[config.mk]
export PLATFORM = sky130hd
export DESIGN_NAME = imsic_msi_sender
export DESIGN_NICKNAME = d
export VERILOG_FILES = /design/src/rtl/imsic_msi_sender.sv
export SDC_FILE = /design/constraint.sdc
export NUM_CORES = 1
export LEC_CHECK = 0
export BUFFER_PORTS_ARGS = -buffer_cell sky130_fd_sc_hd__clkbuf_2
export CORE_UTILIZATION = 50
export CTS_CLUSTER_DIAMETER = 150
export DETAILED_ROUTE_END_ITERATION = 10
export PLACE_DENSITY = 0.69
export SETUP_SLACK_MARGIN = 0.15
export SYNTH_ARGS = -nofsm -noshare
export SYNTH_HDL_FRONTEND = slang
export SYNTH_SLANG_ARGS = --single-unit
[constraint.sdc]
create_clock -name clk -period 7 [get_ports clk]
set_input_delay 1.4 -clock clk [delete_from_list [all_inputs] [get_ports clk]]
set_output_delay 1.4 -clock clk [all_outputs]
set_load 0.05 [all_outputs]
[src/rtl/imsic_msi_sender.sv]
// MSI queue and delivery serializer feeding the per-hart IMSIC CSR gate.
// Optional build macro IMSIC_MSI_DROP_CNT_EN adds a saturating illegal-message drop counter.
module imsic_msi_sender #(
  parameter int NR_INTP_FILES  = 7,
  parameter int NR_HARTS       = 4,
  parameter int NR_HARTS_WIDTH = 2,
  parameter int NR_SRC         = 32,
  parameter int FIFO_DEPTH     = 4,
  parameter int VLD_HIGH_CYC   = 4,
  parameter int INFO_HOLD_CYC  = 8,
  localparam int NR_SRC_WIDTH    = $clog2(NR_SRC),
  localparam int INTP_FILE_WIDTH = $clog2(NR_INTP_FILES),
  localparam int MSI_INFO_WIDTH  = NR_HARTS_WIDTH + INTP_FILE_WIDTH + NR_SRC_WIDTH
) (
  input  logic                       clk,
  input  logic                       rst,
  input  logic                       i_msi_vld,
  output logic                       o_msi_rdy,
  input  logic [NR_HARTS_WIDTH-1:0]  i_msi_hart,
  input  logic [INTP_FILE_WIDTH-1:0] i_msi_file,
  input  logic [NR_SRC_WIDTH-1:0]    i_msi_data,
  output logic [MSI_INFO_WIDTH-1:0]  o_msi_info,
  output logic                       o_msi_info_vld,
  output logic                       o_busy
`ifdef IMSIC_MSI_DROP_CNT_EN
  ,
  input  logic                       i_drop_cnt_clr,
  output logic [15:0]                o_drop_cnt
`endif
);

  localparam int PTR_W   = $clog2(FIFO_DEPTH);
  localparam int CNT_MAX = (VLD_HIGH_CYC > INFO_HOLD_CYC) ? VLD_HIGH_CYC : INFO_HOLD_CYC;
  localparam int TMR_W   = $clog2(CNT_MAX + 1);
  localparam logic [31:0] HARTS_LIM = NR_HARTS;
  localparam logic [31:0] FILES_LIM = NR_INTP_FILES;
  localparam logic [31:0] SRC_LIM   = NR_SRC;

  typedef enum logic [1:0] {
    S_IDLE   = 2'd0,
    S_ASSERT = 2'd1,
    S_HOLD   = 2'd2
  } state_t;

  logic [MSI_INFO_WIDTH-1:0] r_mem [FIFO_DEPTH];
  logic [PTR_W-1:0]          r_wr_ptr;
  logic [PTR_W-1:0]          r_rd_ptr;
  logic [PTR_W:0]            r_count;
  state_t                    r_state;
  logic [TMR_W-1:0]          r_tmr;
  logic [MSI_INFO_WIDTH-1:0] r_info;
  logic                      r_info_vld;

  logic [31:0] w_hart_ext;
  logic [31:0] w_file_ext;
  logic [31:0] w_data_ext;
  logic        w_legal;
  logic        w_full;
  logic        w_empty;
  logic        w_hs;
  logic        w_push;
  logic        w_pop;
  logic        w_vld_done;
  logic        w_hold_done;

  // Range checks run on zero-extended copies so any parameter choice compares cleanly.
  assign w_hart_ext = {{(32-NR_HARTS_WIDTH){1'b0}}, i_msi_hart};
  assign w_file_ext = {{(32-INTP_FILE_WIDTH){1'b0}}, i_msi_file};
  assign w_data_ext = {{(32-NR_SRC_WIDTH){1'b0}}, i_msi_data};
  assign w_legal    = (w_hart_ext < HARTS_LIM) & (w_file_ext < FILES_LIM) &
                      (w_data_ext != 32'd0) & (w_data_ext < SRC_LIM);

  assign w_full      = (r_count == (PTR_W+1)'(FIFO_DEPTH));
  assign w_empty     = (r_count == {(PTR_W+1){1'b0}});
  assign o_msi_rdy   = ~rst & ~w_full;
  assign w_hs        = i_msi_vld & o_msi_rdy;
  assign w_push      = w_hs & w_legal;
  assign w_vld_done  = (r_tmr == TMR_W'(VLD_HIGH_CYC));
  assign w_hold_done = (r_tmr == TMR_W'(INFO_HOLD_CYC));
  assign w_pop       = ~w_empty & ((r_state == S_IDLE) | ((r_state == S_HOLD) & w_hold_done));

  // Message storage; contents are don't-care until written.
  always_ff @(posedge clk) begin
    if (w_push) begin
      r_mem[r_wr_ptr] <= {i_msi_hart, i_msi_file, i_msi_data};
    end
  end

  // FIFO pointers and occupancy.
  always_ff @(posedge clk) begin
    if (rst) begin
      r_wr_ptr <= {PTR_W{1'b0}};
      r_rd_ptr <= {PTR_W{1'b0}};
      r_count  <= {(PTR_W+1){1'b0}};
    end else begin
      if (w_push) begin
        r_wr_ptr <= r_wr_ptr + PTR_W'(1);
      end
      if (w_pop) begin
        r_rd_ptr <= r_rd_ptr + PTR_W'(1);
      end
      case ({w_push, w_pop})
        2'b10:   r_count <= r_count + (PTR_W+1)'(1);
        2'b01:   r_count <= r_count - (PTR_W+1)'(1);
        default: r_count <= r_count;
      endcase
    end
  end

  // Delivery envelope: info loads only on a pop edge and holds across vld high and the tail.
  always_ff @(posedge clk) begin
    if (rst) begin
      r_state    <= S_IDLE;
      r_tmr      <= {TMR_W{1'b0}};
      r_info     <= {MSI_INFO_WIDTH{1'b0}};
      r_info_vld <= 1'b0;
    end else begin
      case (r_state)
        S_IDLE: begin
          if (w_pop) begin
            r_info     <= r_mem[r_rd_ptr];
            r_info_vld <= 1'b1;
            r_state    <= S_ASSERT;
            r_tmr      <= TMR_W'(1);
          end
        end
        S_ASSERT: begin
          if (w_vld_done) begin
            r_info_vld <= 1'b0;
            r_state    <= S_HOLD;
            r_tmr      <= TMR_W'(1);
          end else begin
            r_tmr <= r_tmr + TMR_W'(1);
          end
        end
        S_HOLD: begin
          if (w_pop) begin
            r_info     <= r_mem[r_rd_ptr];
            r_info_vld <= 1'b1;
            r_state    <= S_ASSERT;
            r_tmr      <= TMR_W'(1);
          end else if (w_hold_done) begin
            r_state <= S_IDLE;
          end else begin
            r_tmr <= r_tmr + TMR_W'(1);
          end
        end
        default: begin
          r_state    <= S_IDLE;
          r_info_vld <= 1'b0;
        end
      endcase
    end
  end

  assign o_msi_info     = r_info;
  assign o_msi_info_vld = r_info_vld;
  assign o_busy         = ~w_empty | (r_state != S_IDLE);

`ifdef IMSIC_MSI_DROP_CNT_EN
  logic [15:0] r_drop_cnt;

  // Saturating count of consumed-but-illegal messages; clear wins over increment.
  always_ff @(posedge clk) begin
    if (rst) begin
      r_drop_cnt <= 16'd0;
    end else if (i_drop_cnt_clr) begin
      r_drop_cnt <= 16'd0;
    end else if (w_hs & ~w_legal & (r_drop_cnt != 16'hFFFF)) begin
      r_drop_cnt <= r_drop_cnt + 16'd1;
    end
  end

  assign o_drop_cnt = r_drop_cnt;
`endif

endmodule
* Yosys cells after proc, flatten, opt, wreduce, memory -nomap -nowiden
Memory sizes are Yosys's and may differ from the RTL's. A register that Yosys moved wholly into a read port is not among the register bits. Cells that the tools add are included.
Storage, ports and cells: bits in latches 0, bits in read-only memories 0, bits in registers 14, output and inout bits 13, input bits 13, memory bits (writable) 40, memories kept 1
Memory list:
- r_mem | words 4, bits a word 10, read ports 1, clocked after Yosys merged registers in 1, write ports 1, line 45 | logic [MSI_INFO_WIDTH-1:0] r_mem [FIFO_DEPTH];
Operators by class: shift operators 0, add/subtract/negate cells 5, reduce and logical (&&, ||, !) cells 11, divide/modulo/power cells 0, muxes and demuxes 16, multiply operators 0, magnitude comparators 3, bitwise operators 13, equal/unequal tests 12
Operators by type and width (count):
- nonzero test 32 bit | 1
- two-way mux 4 bit | 4
- one-hot mux 4 bit (3 select lines) | 1
- AND 1 bit | 8
- two-way mux 2 bit | 4
- less-than comparator 5 x 6 -> 1 bit (second input constant) | 1
- inequality test 3 bit (second input constant) | 2
- one-hot mux 2 bit (3 select lines) | 1
- one-hot mux 3 bit (2 select lines) | 1
- AND reduction 3 bit | 2
- adder 2 x 1 -> 2 bit (second input constant) | 2
- adder 4 x 1 -> 4 bit (second input constant) | 1
- == test 2 x 1 -> 1 bit (second input constant) | 2
- == test 2 bit (second input constant) | 2
- == test 4 x 3 -> 1 bit (second input constant) | 1
- == test 4 bit (second input constant) | 1
- two-way mux 1 bit | 4
- inequality test 2 bit (second input constant) | 2
- AND reduction 2 bit | 2
- nonzero test 2 bit | 2
- adder 3 x 1 -> 3 bit (second input constant) | 1
- == test 3 bit (second input constant) | 1
- logical NOT 3 bit | 1
- less-than comparator 2 x 3 -> 1 bit (second input constant) | 1
- 9 further kinds | 12

* Longest topological paths before layout
Gate-level depths: netlist (run 1).
depth in word-level cells 7, depth in mapped cells 11, mapped depth without buffers 10

* Worst setup path before layout (run 1)
OpenSTA, ideal clock, no wires.
kind input port to flip-flop, start input port rst, end register r_count[2], data required time 6927 ps, library setup time 73 ps, cell stages on the path 10, path slack 3217 ps, arrival 3710 ps, path through clkbuf_1 > a21oi_2 > and4_1 > buf_4 > inv_1 > ha_1 > fa_1 > xnor2_1 > or3_2 > a21oi_1
On the way: cells in the longest elaborated chain, start to end 6, elaborated cells on any way between the ends 8, those cells by class 2 x eq/ne; 1 x mux; 4 x bitwise; 1 x reduce/logical
RTL lines:
- start: declaration | line 16 | input logic rst,
- inverter 1 bit (*) | line 75 | assign o_msi_rdy = ~rst & ~w_full;
- AND 1 bit (*) | line 75
- via o_msi_rdy | line 18 | output logic o_msi_rdy,
- AND 1 bit (*) | line 76 | assign w_hs = i_msi_vld & o_msi_rdy;
- AND 1 bit (*) | line 77 | assign w_push = w_hs & w_legal;
- == test 2 x 1 -> 1 bit / == test 2 bit (equally long branches) | line 102 | case ({w_push, w_pop})
- one-hot mux 3 bit (2 select lines) / nonzero test 2 bit (equally long branches)
- end signal: assignment | line 103 | 2'b10: r_count <= r_count + (PTR_W+1)'(1);
- end signal: assignment | line 104 | 2'b01: r_count <= r_count - (PTR_W+1)'(1);
- end signal: assignment | line 105 | default: r_count <= r_count;
- end: declaration | line 48 | logic [PTR_W:0] r_count;
Mark *: on every way through the listed nets, which the timed path passes. The rest lies on a longest branch. A chain may end at the register's enable or synchronous reset.

* Worst setup path in the final report (run 1)
start input port rst, end output port o_msi_rdy
On the way: cells in the longest elaborated chain, start to end 2
RTL lines (line):
- inverter 1 bit | 75
- AND 1 bit | 75
- end: declaration | 18
No other way between the ends.

==> results of run 1 <==
## flip-flops by register name, indices dropped and copies added, names as in the netlist
signal and cells:
r_mem 40, o_msi_info 10, r_tmr 4, r_count 3, r_rd_ptr 2, r_state 2, r_wr_ptr 2, o_msi_info_vld 1
## metal layers
layer	vias to the layer above	share of wire, %	track usage (%)
met1	772	47	23.2
met4	0	1.1	7.92
met3	6	4.9	7.86
li1	811	-	-
met2	41	47	28.7
met5	-	0	0
## worst min-delay path, cell delays in order (launching register included)
cell	delay, ns
dfxtp_1	0.32
nand2_2	0.06
a21oi_2	0.04
## worst paths after layout
check / to / slack (ns) / from / cells after the start
worst max register to register: r_count[2] / 4.01 / r_state[0] / 10
worst min-delay path: o_msi_info[2] / 0.46 / o_msi_info[2] / 2
worst max-delay path: o_msi_rdy / 3.24 / rst / 3
worst min register to register: o_msi_info[2] / 0.46 / o_msi_info[2] / 2
## cells in the mapped netlist, types with 2 or more instances
cell type and n:
edfxtp_1 40, dfxtp_1 24, nand2_1 19, nor2_1 16
a21oi_2 11, ha_1 11, mux4_2 10, nand2_2 10
a21oi_1 8, inv_1 8, and2_1 4, clkbuf_1 4
nand3_1 4, mux2i_1 3, xnor2_1 3, buf_4 2
nand3b_1 2, nand4_1 2, nor2b_1 2, nor3_1 2
o21ai_2 2, xor2_1 2
## cells by family (layout without fill, tap and decap cells)
| kind of cell | count (synthesis) | count (layout) | synth area share, % |
|---|---|---|---|
| AOI/OAI and AO/OA | 30 | 30 | 8.26 |
| xor gates and xnor gates | 5 | 5 | 1.56 |
| adders and majority gates | 12 | 12 | 5.60 |
| buffers and inverters | 17 | 50 | 3.29 |
| DFF | 64 | 64 | 59.7 |
| muxes | 13 | 13 | 9.06 |
| and+or+nand+nor | 68 | 68 | 12.5 |
## cell usage in the layout, fill, tap and decap left out, types with 2 or more instances in the layout
cell	instances
edfxtp_1	40
clkbuf_2	25
dfxtp_1	24
nand2_1	19
nor2_1	16
a21oi_2	11
ha_1	11
mux4_2	10
nand2_2	10
clkbuf_8	9
inv_1	8
a21oi_1	8
nand3_1	4
and2_1	4
mux2i_1	3
xnor2_1	3
nor3_1	2
xor2_1	2
nand3b_1	2
nor2b_1	2
o21ai_2	2
nand4_1	2
clkinvlp_4	2
## per-stage QoR
stage | cell area [µm²] | power (W) | std cells | setup slack [ns] | hold slack (ns)
floorplan | 2820 | 0.000848 | 209 | 3.22 | 0.462
global placement | 2970 | 0.000911 | 296 | 3.20 | 0.451
detailed placement | 2970 | 0.000917 | 296 | 3.10 | 0.455
CTS | 3170 | 0.00123 | 312 | 3.21 | 0.466
global route | 3170 | 0.00128 | 312 | 3.15 | 0.480
finish | 3170 | 0.00121 | 312 | 3.24 | 0.463
## power groups by stage
stage	Combinational, W	Clock, W	Sequential (W)
2_1_floorplan	0.000266	0	0.000582
3_3_place_gp	0.000400	0	0.000512
3_5_place_dp	0.000405	0	0.000512
4_1_cts	0.000406	0.000316	0.000504
5_1_grt	0.000437	0.000334	0.000510
6_report	0.000402	0.000310	0.000503
## area by class of cell
type	instances	area share, %
Clock inverter	7	2.25
Tap cell	70	2.76
Inverter	9	1.15
Clock buffer	9	3.91
Multi-Input combinational cell	128	32.9
Timing Repair Buffer	25	3.95
Sequential cell	64	53.1
==> out/metrics.yaml, run 1 <==
synth:
  synth_top_area_share_pct: 42.6
  avgSynthCellArea_um2: 13.5
  yosysTopAreaCell: "edfxtp_1"
  netlist_area_um2: 2820
  async_flop_share_pct: 0
  synth.area.top_cells: "edfxtp_1, dfxtp_1, mux4_2"
  yosys_warnings: 0
  ys_types: 42
  synth_ff_type: "edfxtp_1"
  synth-edff-count: 40
  synth_fp_nets: 234
  ys_seq_area_share_pct: 59.7
  synthCells: 209
  synth-seq-cells: 64
critical_path:
  max_stage_delay_ns: 0.35
  slowest_stage: "clkbuf_2"
  cpMostUsedCell: "clkbuf_2"
  crit_fanout: 25
  cp_num_buf_inv: 2
  cp.required_ns: 5.60
  critical_path.top_delay_family: "buffers and inverters"
  cp_cell_sequence: "clkbuf_2 -> a21oi_2 -> clkbuf_2"
  path_class: "in2out"
  endpoint_kind: "output port"
  startpoint_type: "input port"
  arrival_ns: 2.36
sta:
  timing.final.max_slew_violations: 0
  max_freq_mhz: 266
  setup_viol: 0
  worstMarginPinSlew_ns: 0.762
  min_period_over_period_pct: 53.7
  tns_ns: 0
  finalHoldViolCount: 0
  period_minus_slack_ns: 3.76
  rsz0062_at_grt: "false"
  fin_skew_ns: 0.00805
  max-slew-margin-rel_pct: 49.1
clock_network:
  clk_latency_ns: 0.35
  clock_sinks: 64
  root_buffer: "clkbuf_8"
  clk_pin_slew_ns: 0.07
  post_cts_buffers: 0
  cts_tree: "done"
  clockBufferDepth: 2
  cts_hold_buf: 0
  cts_resized: 0
  cts_made_buffers: 9
  htree_levels: 3
grt:
  grt_pass1_wl_um: 8050
  antenna_found_initial: 0
  grt_pass1_vias: 1647
  grtUsageTotal_pct: 18.7
  grt_max_degree: 26
  grt-ovfl-total: 0
drt:
  wl_um: 4770
  drc_errors: 0
  avgViaCountPerCell: 5.22
  antenna_left: 0
  vias: 1630
  drt_iter0_drc: 39
  firstDrtPassIters: 4
  wl_per_cell_um: 15.3
pwr:
  power_density_nw_per_um2: 383
  p_clk_share_pct: 25.5
  switching_share_pct: 38.1
  p_int_w: 0.000752
  ir_worst_vdd_v: 0.000176
  switchingPower_w: 0.000463
  p_comb_share_pct: 33.1
  power.leakage_nw: 1.12
  pwr-share-seq_pct: 41.4
finish:
  drive_gt1_share_pct: 32.6
  layout.nets: 262
  final_util_pct: 60.1
  multi_input_area_um2: 1040
  register_area_um2: 1680
  syn2layout_area_growth_pct: 12.5
  fillers: 448
  antenna_cells: 0
run_status:
  status: "finished clean"
die:
  die_y_um: 77.1
  ios: 26
  start_util_pct: 53.4
  dieArea_um2: 5940
  chipWidth_um: 77.1
  coreArea_um2: 5270
  row_count: 26
placed_design:
  io_buffers: 25
  dp_hpwl_um: 3160
  globalplace.congestion: 0.783
run:
  cap_violations: 0
min_path:
  hp-class: "reg2reg"
Power figures use the tool's default switching activity.
==> run 2, diff against run 1 <==
--- a/config.mk
+++ b/config.mk
@@ -9,7 +9,7 @@
 export CORE_UTILIZATION = 50
 export CTS_CLUSTER_DIAMETER = 150
 export DETAILED_ROUTE_END_ITERATION = 10
-export PLACE_DENSITY = 0.69
+export PLACE_DENSITY = 0.72
 export SETUP_SLACK_MARGIN = 0.15
 export SYNTH_ARGS = -nofsm -noshare
 export SYNTH_HDL_FRONTEND = slang
==> constraint.sdc (replaced) <==
create_clock -name clk -period 3.2 [get_ports clk]
set_input_delay 0.64 -clock clk [delete_from_list [all_inputs] [get_ports clk]]
set_output_delay 0.64 -clock clk [all_outputs]
set_load 0.05 [all_outputs]
==> run 2 against run 1 <==
Net effect: register-to-register slack lost 3.5 ns; wire length grew 1.6%; sequential power up 120%; clock power grew to 2.8 times the previous value; non-clock buffer count is 2 higher; flip-flop and latch count unchanged; sequential share of layout area decreased by 1.1 points; clock skew barely moved; cell area rose by 2.2%; critical path depth rose by 7.
==> out/metrics.yaml, run 2 (synthesized netlist as in run 1, its figures left out) <==
run_status:
  status: "finished clean"
grt:
  grt-ovfl-total: 0
  grtUsageTotal_pct: 18.3
  antenna_found_initial: 0
  grt_pass1_wl_um: 7970
  grt_max_degree: 25
  grt_pass1_vias: 1604
critical_path:
  cp_num_buf_inv: 2
  crit_cells: 10
  cpMostUsedCell: "ha_1"
  cp.required_ns: 3.47
  critical_path.top_delay_family: "adder cells"
  arrival_ns: 2.93
  endpoint_kind: "register"
  r2r_cells: 10
  max_stage_delay_ns: 0.41
  r2r_setup_slack_ns: 0.54
  crit_fanout: 14
  cp_cell_sequence: "inv_1 -> ha_1 -> and4b_1 -> o21ai_4 -> inv_4 -> ha_1 -> fa_1 -> xnor2_1 -> or3_2 -> a21oi_1"
  rr_endpoint: "r_count[2]"
  path_class: "reg2reg"
  timing.rr.start: "r_state[0]"
  slowest_stage: "or3_2"
  startpoint_type: "register"
clock_network:
  cts_tree: "done"
  clock_sinks: 64
  cts_hold_buf: 0
  clockBufferDepth: 2
  clk_latency_ns: 0.34
  htree_levels: 3
  clk_pin_slew_ns: 0.07
  root_buffer: "clkbuf_8"
  cts_resized: 0
  post_cts_buffers: 0
  cts_made_buffers: 9
finish:
  final_common_cell: "edfxtp_1"
  fillers: 420
  largest_register: "r_mem"
  drive_gt1_share_pct: 33.6
  layout.nets: 264
  multi_input_area_um2: 1040
  syn2layout_area_growth_pct: 14.9
  antenna_cells: 0
  register_area_um2: 1680
  layout_common_cells: "edfxtp_1, clkbuf_2, dfxtp_1"
  largest_register_ffs: 40
  final_area_um2: 3240
min_path:
  hp-class: "reg2reg"
  min_from: "o_msi_info[4]"
  worst_hold_path.endpoint: "o_msi_info[4]"
  hold_depth: 2
placed_design:
  dp_slack_ns: 0.500
  dpl_cell_area_um2: 2990
  dp_hpwl_um: 3230
  globalplace.congestion: 0.775
  io_buffers: 25
pwr:
  ir_worst_vdd_v: 0.000485
  power.leakage_nw: 1.16
  p_total_w: 0.00286
  power_density_nw_per_um2: 882
die:
  chipWidth_um: 77.1
  dieArea_um2: 5940
  row_count: 26
  die_y_um: 77.1
  coreArea_um2: 5270
  start_util_pct: 53.4
  ios: 26
sta:
  worstMarginPinSlew_ns: 0.745
  max-slew-margin-rel_pct: 50.3
  period_minus_slack_ns: 2.66
  max_freq_mhz: 377
  tns_ns: 0
  finalHoldViolCount: 0
  fin_skew_ns: 0.00830
  setup_viol: 0
  timing.final.max_slew_violations: 0
  rsz0062_at_grt: "false"
  min_period_over_period_pct: 83.0
  timing.final.ws_setup_ns: 0.545
drt:
  antenna_left: 0
  drt_iter0_drc: 70
  wl_um: 4850
  drc_errors: 0
  wl_per_cell_um: 15.4
  avgViaCountPerCell: 5.21
  vias: 1635
  firstDrtPassIters: 4
run:
  cap_violations: 0
[run 2: worst reg2reg max path, cell delays in order, from the launching register on]
cell	delay [ns]
dfxtp_1	0.38
inv_1	0.08
ha_1	0.26
and4b_1	0.27
o21ai_4	0.17
inv_4	0.10
ha_1	0.24
fa_1	0.39
xnor2_1	0.15
or3_2	0.41
a21oi_1	0.14
[run 2: worst max path at each step]
stage / start / end / slack [ns]
CTS: r_state[0] / r_count[2] / 0.54
detailed placement: rst / r_count[2] / 0.50
global placement: rst / r_count[2] / 0.57
global route: r_state[0] / r_count[2] / 0.38
floorplan: rst / r_count[2] / 0.18
finish: r_state[0] / r_count[2] / 0.54
[run 2: metal layers]
layer	up-vias	global-route usage [%]	share of wire, %
met4	0	6.23	0.83
met5	-	0	0
met3	4	7.14	4.0
met2	34	29.8	51
met1	781	22.2	44
li1	816	-	-
[run 2: where the power goes]
part           switching, W  internal [W]
Sequential         0.000111      0.000983
Clock              0.000333      0.000527
Combinational      0.000590      0.000312
[run 2: per-stage QoR]
stage / util (%) / hold WS [ns] / instances
floorplan: - / 0.462 / 209
global placement: 56.7 / 0.447 / 298
global route: 61.4 / 0.480 / 314
finish: 61.4 / 0.465 / 314
detailed placement: 56.7 / 0.457 / 298
CTS: 61.4 / 0.467 / 314
[run 2: final cells by class]
cell class | count | share of cell area [%]
Timing Repair Buffer | 27 | 4.33
Tap cell | 70 | 2.71
Sequential cell | 64 | 52.0
Clock inverter | 7 | 3.87
Clock buffer | 9 | 3.83
Multi-Input combinational cell | 128 | 32.2
Inverter | 9 | 1.12
==> run 3, diff against run 2 <==
--- a/config.mk
+++ b/config.mk
@@ -9,7 +9,7 @@
 export CORE_UTILIZATION = 50
 export CTS_CLUSTER_DIAMETER = 150
 export DETAILED_ROUTE_END_ITERATION = 10
-export PLACE_DENSITY = 0.72
+export PLACE_DENSITY = 0.69
 export SETUP_SLACK_MARGIN = 0.15
 export SYNTH_ARGS = -nofsm -noshare
 export SYNTH_HDL_FRONTEND = slang
==> constraint.sdc (replaced) <==
create_clock -name clk -period 2.6 [get_ports clk]
set_input_delay 0.52 -clock clk [delete_from_list [all_inputs] [get_ports clk]]
set_output_delay 0.52 -clock clk [all_outputs]
set_load 0.05 [all_outputs]
==> run 3 against run 2 <==
Net effect: fmax increased by 14%; combinational power increased by 35%; sequential power increased by 22%; clock skew increased by 0.0013 ns; cell area increased by 0.73%; register-to-register slack got worse by 0.27 ns; die area unchanged; via count increased by 2.1%; critical path depth unchanged; global-route usage increased by 0.38 points; critical endpoint unchanged; highest routed layer unchanged.
==> out/metrics.yaml, run 3 (synthesized netlist as in run 1, its figures left out) <==
finish:
  largest_register_ffs: 40
  layout_common_cells: "edfxtp_1, clkbuf_2, dfxtp_1"
  syn2layout_area_growth_pct: 15.8
  drive_gt1_share_pct: 37.5
  antenna_cells: 0
  final_common_cell: "edfxtp_1"
  layout.nets: 271
  largest_register: "r_mem"
sta:
  period_minus_slack_ns: 2.33
  fin_skew_ns: 0.00963
  worstMarginPinSlew_ns: 0.586
  finalHoldViolCount: 0
  max-slew-margin-rel_pct: 60.9
  tns_ns: 0
  min_period_over_period_pct: 89.5
  max_freq_mhz: 430
  setup_viol: 0
  rsz0062_at_grt: "false"
  timing.final.max_slew_violations: 0
pwr:
  power_density_nw_per_um2: 1030
  ir_worst_vdd_v: 0.000484
  p_total_w: 0.00335
  power.leakage_nw: 1.17
clock_network:
  clk_pin_slew_ns: 0.07
  root_buffer: "clkbuf_8"
  cts_hold_buf: 0
  clockBufferDepth: 2
  cts_tree: "done"
  clock_sinks: 64
  htree_levels: 3
  clk_latency_ns: 0.33
  cts_made_buffers: 9
die:
  dieArea_um2: 5940
  start_util_pct: 53.4
  die_y_um: 77.1
  row_count: 26
  chipWidth_um: 77.1
  coreArea_um2: 5270
  ios: 26
critical_path:
  endpoint_kind: "register"
  r2r_setup_slack_ns: 0.27
  path_class: "reg2reg"
  cp.required_ns: 2.86
  arrival_ns: 2.59
  startpoint_type: "register"
  crit_fanout: 6
placed_design:
  io_buffers: 25
  dp_hpwl_um: 3280
  globalplace.congestion: 0.728
drt:
  drt_iter0_drc: 71
  avgViaCountPerCell: 5.20
  vias: 1670
  firstDrtPassIters: 4
  wl_um: 4930
  drc_errors: 0
  antenna_left: 0
  wl_per_cell_um: 15.3
grt:
  grt_max_degree: 25
  grtUsageTotal_pct: 18.7
  grt_pass1_wl_um: 8300
  antenna_found_initial: 0
  grt-ovfl-total: 0
  grt_pass1_vias: 1724
run:
  cap_violations: 0
run_status:
  status: "finished clean"
min_path:
  hp-class: "in2reg"
## run 3: cell types whose count changed in the layout (fill, tap and decap cells not counted), moves of 2 or more
cell / previous run / this run
ha_1: 11 / 8
ha_2: 0 / 3
dfxtp_1: 24 / 21
bufinv_16: 3 / 1
buf_4: 2 / 9
inv_6: 3 / 0
dfxtp_2: 0 / 2
clkinv_1: 0 / 2
clkinv_2: 0 / 2
## run 3: worst max-delay path: stages (launching register included)
cell and delay [ns]:
dfxtp_2 0.32, inv_1 0.05, ha_2 0.21, and4b_2 0.27, o21ai_4 0.19, clkinv_4 0.09, ha_2 0.20, fa_2 0.35
xnor2_1 0.14, or3_4 0.32, a21oi_1 0.11
## run 3: where the power goes
group / internal [W] / leakage, nW / switching, W
sequential: 0.00122 / 0.560 / 0.000113
combinational: 0.000448 / 0.512 / 0.000769
clock: 0.000459 / 0.0982 / 0.000349
total: 0.00212 / 1.17 / 0.00123
## run 3: layer usage
layer  vias to the layer above  global-route usage, %  wire (µm)
li1                        830                      -          -
met1                       807                   23.7       2270
met2                        27                   30.8       2460
met3                         6                   5.00        133
met4                         0                   6.79         55
met5                         -                      0          0
## run 3: through the flow
step	hold slack (ns)	instance area (µm²)	utilization, %	std cells	worst slack (ns)
5_1_grt	0.424	3260	61.9	321	0.152
2_1_floorplan	0.459	2850	-	209	0.0499
4_1_cts	0.418	3210	60.9	316	0.186
3_3_place_gp	0.446	3020	57.3	300	0.213
6_report	0.425	3260	61.9	321	0.273
3_5_place_dp	0.454	3020	57.3	300	0.139
## run 3: worst paths after layout
kind                       from       endpoint  depth (start not counted)
setup / recovery     r_state[0]     r_count[2]                         10
hold / removal    i_msi_hart[1]    r_mem[3][9]                          1
hold reg to reg   o_msi_info[4]  o_msi_info[4]                          2
setup reg to reg     r_state[0]     r_count[2]                         10
## run 3: area by class of cell
cell class / instances / area, µm²
Clock buffer: 11 / 141
Clock inverter: 5 / 47.5
Fill cell: 444 / 2010
Inverter: 9 / 38.8
Multi-Input combinational cell: 128 / 1060
Sequential cell: 64 / 1690
Tap cell: 70 / 87.6
Timing Repair Buffer: 34 / 193
## run 3: what timing repair did
item                       in CTS  in global routing
pin swaps                       0                  1
resized for setup               2                  7
setup endpoints to repair       1                  1
buffers inserted                0                  5
